**config.mk**
```make
export PLATFORM = sky130hd
export DESIGN_NAME = fetch_stage
export DESIGN_NICKNAME = d
export VERILOG_FILES = /design/src/rtl/fetch_stage.sv
export SDC_FILE = /design/constraint.sdc
export NUM_CORES = 1
export LEC_CHECK = 0
export BUFFER_PORTS_ARGS = -buffer_cell sky130_fd_sc_hd__buf_2
export CAP_MARGIN = 40
export CORE_MARGIN = 1
export CORE_UTILIZATION = 50
export CTS_BUF_LIST = sky130_fd_sc_hd__clkbuf_8
export CTS_CLUSTER_DIAMETER = 150
export DETAILED_ROUTE_END_ITERATION = 7
export GPL_TIMING_DRIVEN = 0
export PLACE_DENSITY_LB_ADDON = 0.3
export REMOVE_ABC_BUFFERS = 1
export SLEW_MARGIN = 20
export SYNTH_ARGS = -nofsm -noshare
export SYNTH_HDL_FRONTEND = slang
export SYNTH_SLANG_ARGS = --single-unit
```
**constraint.sdc**
```tcl
create_clock -name clk -period 3.12 [get_ports clk]
set_clock_uncertainty 0.15 [all_clocks]
set_input_delay 0.468 -clock clk [delete_from_list [all_inputs] [get_ports clk]]
set_output_delay 0.468 -clock clk [all_outputs]
set_load 0.03 [all_outputs]
```
**src/rtl/fetch_stage.sv**
```systemverilog
// Instruction fetch stage: owns the PC, issues one instruction-memory request
// at a time and presents the returned word in an IF/ID register with a
// one-entry skid buffer behind it. Branch/jump redirects flush and refetch.
//
// Handshake rules: a request transfers on a cycle where imem_req_valid and
// imem_req_ready are both high at the rising edge; while valid is high and
// ready is low, imem_req_addr stays stable. The IF/ID entry is consumed on a
// cycle where if_valid is high and stall is low.
module fetch_stage #(
    parameter int unsigned      PC_W      = 64,
    parameter logic [PC_W-1:0]  RESET_PC  = '0,
    parameter logic [31:0]      NOP_INSTR = 32'h0000_0013
) (
    input  logic            clk,
    input  logic            reset,
    output logic            imem_req_valid,
    input  logic            imem_req_ready,
    output logic [PC_W-1:0] imem_req_addr,
    input  logic            imem_resp_valid,
    input  logic [31:0]     imem_resp_data,
    input  logic            stall,
    input  logic            redirect_valid,
    input  logic [PC_W-1:0] redirect_pc,
    output logic            if_valid,
    output logic [PC_W-1:0] if_pc,
    output logic [31:0]     if_instr,
    output logic [1:0]      state_dbg
);

    typedef enum logic [1:0] {
        S_REQ   = 2'd0,
        S_WAIT  = 2'd1,
        S_DRAIN = 2'd2,
        S_SKID  = 2'd3
    } state_t;

    state_t            state;
    logic [PC_W-1:0]   pc;
    logic [PC_W-1:0]   skid_pc;
    logic [31:0]       skid_instr;

    logic              consume;
    logic              req_fire;
    logic              outstanding;
    logic [PC_W-1:0]   pc_plus4;
    logic [PC_W-1:0]   redirect_tgt;

    // Handshake qualifiers and next-PC candidates.
    always_comb begin
        consume        = if_valid && !stall;
        imem_req_valid = !reset && (state == S_REQ) && !redirect_valid
                         && (!if_valid || !stall);
        req_fire       = imem_req_valid && imem_req_ready;
        // A request is still in flight if its response has not shown up yet.
        outstanding    = ((state == S_WAIT) || (state == S_DRAIN)) && !imem_resp_valid;
        pc_plus4       = pc + PC_W'(4);
        redirect_tgt   = {redirect_pc[PC_W-1:2], 2'b00};
        imem_req_addr  = pc;
        state_dbg      = state;
    end

    // Fetch FSM, PC, IF/ID register and skid buffer.
    always_ff @(posedge clk) begin
        if (reset) begin
            state      <= S_REQ;
            pc         <= RESET_PC;
            if_valid   <= 1'b0;
            if_instr   <= NOP_INSTR;
            if_pc      <= '0;
            skid_pc    <= '0;
            skid_instr <= NOP_INSTR;
        end else if (redirect_valid) begin
            // Redirect wins over stall and any response arriving this cycle.
            if_valid   <= 1'b0;
            if_instr   <= NOP_INSTR;
            skid_pc    <= '0;
            skid_instr <= NOP_INSTR;
            pc         <= redirect_tgt;
            state      <= outstanding ? S_DRAIN : S_REQ;
        end else begin
            // Default: a consumed entry empties unless something refills it below.
            if (consume) begin
                if_valid <= 1'b0;
                if_instr <= NOP_INSTR;
            end
            case (state)
                S_REQ: begin
                    if (req_fire) begin
                        state <= S_WAIT;
                    end
                end
                S_WAIT: begin
                    if (imem_resp_valid) begin
                        pc <= pc_plus4;
                        if (!if_valid || consume) begin
                            if_valid <= 1'b1;
                            if_instr <= imem_resp_data;
                            if_pc    <= pc;
                            state    <= S_REQ;
                        end else begin
                            skid_instr <= imem_resp_data;
                            skid_pc    <= pc;
                            state      <= S_SKID;
                        end
                    end
                end
                S_SKID: begin
                    if (consume) begin
                        if_valid <= 1'b1;
                        if_instr <= skid_instr;
                        if_pc    <= skid_pc;
                        state    <= S_REQ;
                    end
                end
                S_DRAIN: begin
                    // Response belongs to a flushed fetch; drop it.
                    if (imem_resp_valid) begin
                        state <= S_REQ;
                    end
                end
                default: begin
                    state <= S_REQ;
                end
            endcase
        end
    end

endmodule
```
==> flow_summary.json <==
{
  "core_um2": 22710,
  "drt_pre_antenna_iters": 5,
  "synth_area_leaders": "dfxtp_1 44%, nand2_1 7.7%, a21oi_1 6.0%",
  "critPathCaptureType": "output port",
  "ys.flop_type": "dfxtp_1",
  "mappedNetlistArea_um2": 11620,
  "root_buffer": "clkbuf_8",
  "row_count": 55,
  "pin_count": 266,
  "holdCritPathClass": "in -> reg",
  "drc": 0,
  "yosys-top-cells-count": "253 x dfxtp_1, 239 x nand2_1, 139 x a21oi_1, 127 x nor2_1, 98 x clkbuf_1",
  "synth_top_area_cell": "dfxtp_1",
  "cts-htree-levels": 2,
  "fin_setup_tns_ns": 0,
  "cts_tree": "yes",
  "finalCriticalPeriod_ns": 2.961,
  "clockBufferDepth": 3,
  "clk_pin_slew_ns": 0.07,
  "arrival_ns": 2.34,
  "hold_violations": 0,
  "post_drt_wl_per_cell_um": 17.63,
  "grt_pass1_wl_mm": 54.86,
  "relSlewSlack_pct": 45.01,
  "routed_wl_mm": 34.35,
  "area_growth_pct": 21.99,
  "drtIter0Drc": 869,
  "synth_cell_types": 50,
  "fmax_ghz": 0.3377,
  "final_cells": 1949,
  "vias": 11270,
  "setup_viol": 0,
  "dieArea_um2": 23850,
  "worst_slew_pin_slew_ns": 0.8248,
  "overflow": 0,
  "grt_max_degree": 100,
  "n_antenna_cell": 0,
  "portBuffers": 259,
  "die_x_um": 154.4,
  "fillers": 2043,
  "ys_ff_latch": 253,
  "netlist_instances": 1427,
  "synth_async_sr_flop_share_pct": 0,
  "setup_ws_ns": 0.1588,
  "power_density_nw_per_um2": 484.9,
  "dp.cells": 1857,
  "clk_latency_ns": 0.55,
  "start_util_pct": 51.15,
  "track_usage_pct": 28.29,
  "dp_hpwl_mm": 22.18,
  "final_nets": 1744,
  "fin_crit_sh_pct": 94.91,
  "clkSinkCount": 253,
  "peakVddDrop_uv": 439.2,
  "rsz0062_at_grt": "false",
  "hold_slack_ns": 0.01635,
  "drive_gt1_share_pct": 21.57,
  "dp_worst_setup_slack_ns": -0.6209,
  "outcome": "finished, final reports clean",
  "cts_buffers": 42,
  "avgSynthCellArea_um2": 8.140,
  "fp.dieH_um": 154.4,
  "startpoint_type": "flop",
  "drt-vias-per-instance": 5.783,
  "required_ns": 2.50,
  "synth_top_area_share_pct": 43.60,
  "path_class": "reg -> out",
  "critPathMaxFanout": 18,
  "grt_antenna_before_repair": 1,
  "leakage_nw": 5.367,
  "multi_input_area_um2": 6073,
  "yosysMostFrequentCell": "dfxtp_1",
  "power_mw": 6.871,
  "max_cap_viol_count": 0,
  "drv_slew": 0,
  "grt_pass1_vias": 10430,
  "yosys_warnings": 0,
  "globalplace.congestion": 0.7757,
  "synth_edf_count": 0,
  "regArea_um2": 5065,
  "final_antenna_net_count": 0,
  "ys_seq_area_share_pct": 43.60
}
-- flip-flops by register name (all words and copies together) (netlist names) --
signal and cells:
if_valid 1, skid_instr 32, if_instr 32, if_pc 62, state_dbg 2, skid_pc 62, imem_req_addr 62
-- layer usage --
layer | track usage [%] | vias to the layer above | routed length (um)
li1 | - | 5486 | -
met1 | 36.70 | 5327 | 14750
met2 | 46.46 | 394 | 16210
met3 | 6.416 | 64 | 2549
met4 | 9.335 | 0 | 847
met5 | 0 | - | 0
-- layout by cell type, fill, tap and decap left out, types with 3 or more instances in the layout --
master,count
inv_1,33
and2_1,6
o21ai_0,34
buf_4,7
or3_1,4
clkbuf_8,51
and3_1,76
xnor2_1,40
buf_16,7
nand4_1,22
a2111oi_0,5
nand2_1,238
conb_1,4
a211oi_1,90
buf_12,6
a311o_1,3
buf_8,3
mux2i_1,67
o22ai_1,3
and4_1,17
a22oi_1,29
dfxtp_1,253
nor2_1,125
a311oi_1,12
or4_1,11
nand3_1,18
nor3_1,18
o31ai_1,7
ha_1,3
buf_2,258
a21oi_1,138
nor4_1,24
dlygate4sd3_1,11
-- kinds of logic (layout without fill, tap and decap cells) --
logic type / Yosys count / after routing / share of synthesized area [%]
AO/OA/AOI/OAI: 331 / 331 / 17.97
adder cells (fa/ha/maj): 5 / 5 / 0.5386
AND/OR/NAND/NOR: 582 / 582 / 23.75
flip-flops: 253 / 253 / 43.60
buffers and inverters: 146 / 380 / 5.149
XOR/XNOR: 41 / 41 / 3.091
other: 1 / 4 / 0.03228
multiplexers: 68 / 68 / 5.870
-- layout make-up --
cell class	instances	share of cell area, %
multi-input cells	1031	42.86
flip-flops and latches	253	35.74
repair buffers	294	12.94
clock buffers	51	4.953
well taps	285	2.516
clock inverters	20	0.5562
inverters	15	0.4326
-- what timing repair did --
action	in CTS	in global routing
pin swaps	2	3
buffers inserted	2	8
gates resized for setup	6	2
hold buffers	11	0
setup endpoints to repair	148	31
hold endpoints to repair	11	0
gates cloned	0	0
-- power breakdown --
part	total (mW)	internal (mW)	leakage (nW)	switching, mW
Combinational	0.683	0.248	2.84	0.435
Clock	2.76	1.46	0.468	1.30
Sequential	3.43	3.30	2.05	0.125
-- metrics by stage --
stage / cell area (um2) / utilization (%)
4_1_cts: 14090 / 62.06
6_report: 14170 / 62.40
5_1_grt: 14170 / 62.40
3_3_place_gp: 12740 / 56.09
3_5_place_dp: 13120 / 57.79
2_1_floorplan: 11090 / -
-- critical path, stage by stage, from the launching register on --
cell     delay, ns
dfxtp_1       0.56
nand2_1       0.55
buf_8         0.35
and3_1        0.17
buf_2         0.18
-- final timing paths --
check	from	endpoint	slack (ns)	depth (start not counted)
worst max-delay path	if_valid$_SDFF_PP0_	imem_req_valid	0.16	4
worst min-delay path	imem_resp_data[20]	skid_instr[20]$_SDFFE_PP0P_	0.02	3
worst max register to register	state_dbg[0]$_SDFFE_PP0P_	imem_req_addr[62]$_SDFFE_PP0P_	0.16	6
worst min register to register	skid_pc[57]$_SDFFE_PP0P_	skid_pc[57]$_SDFFE_PP0P_	0.30	2
Note: power is estimated with default switching activity, not from simulation.
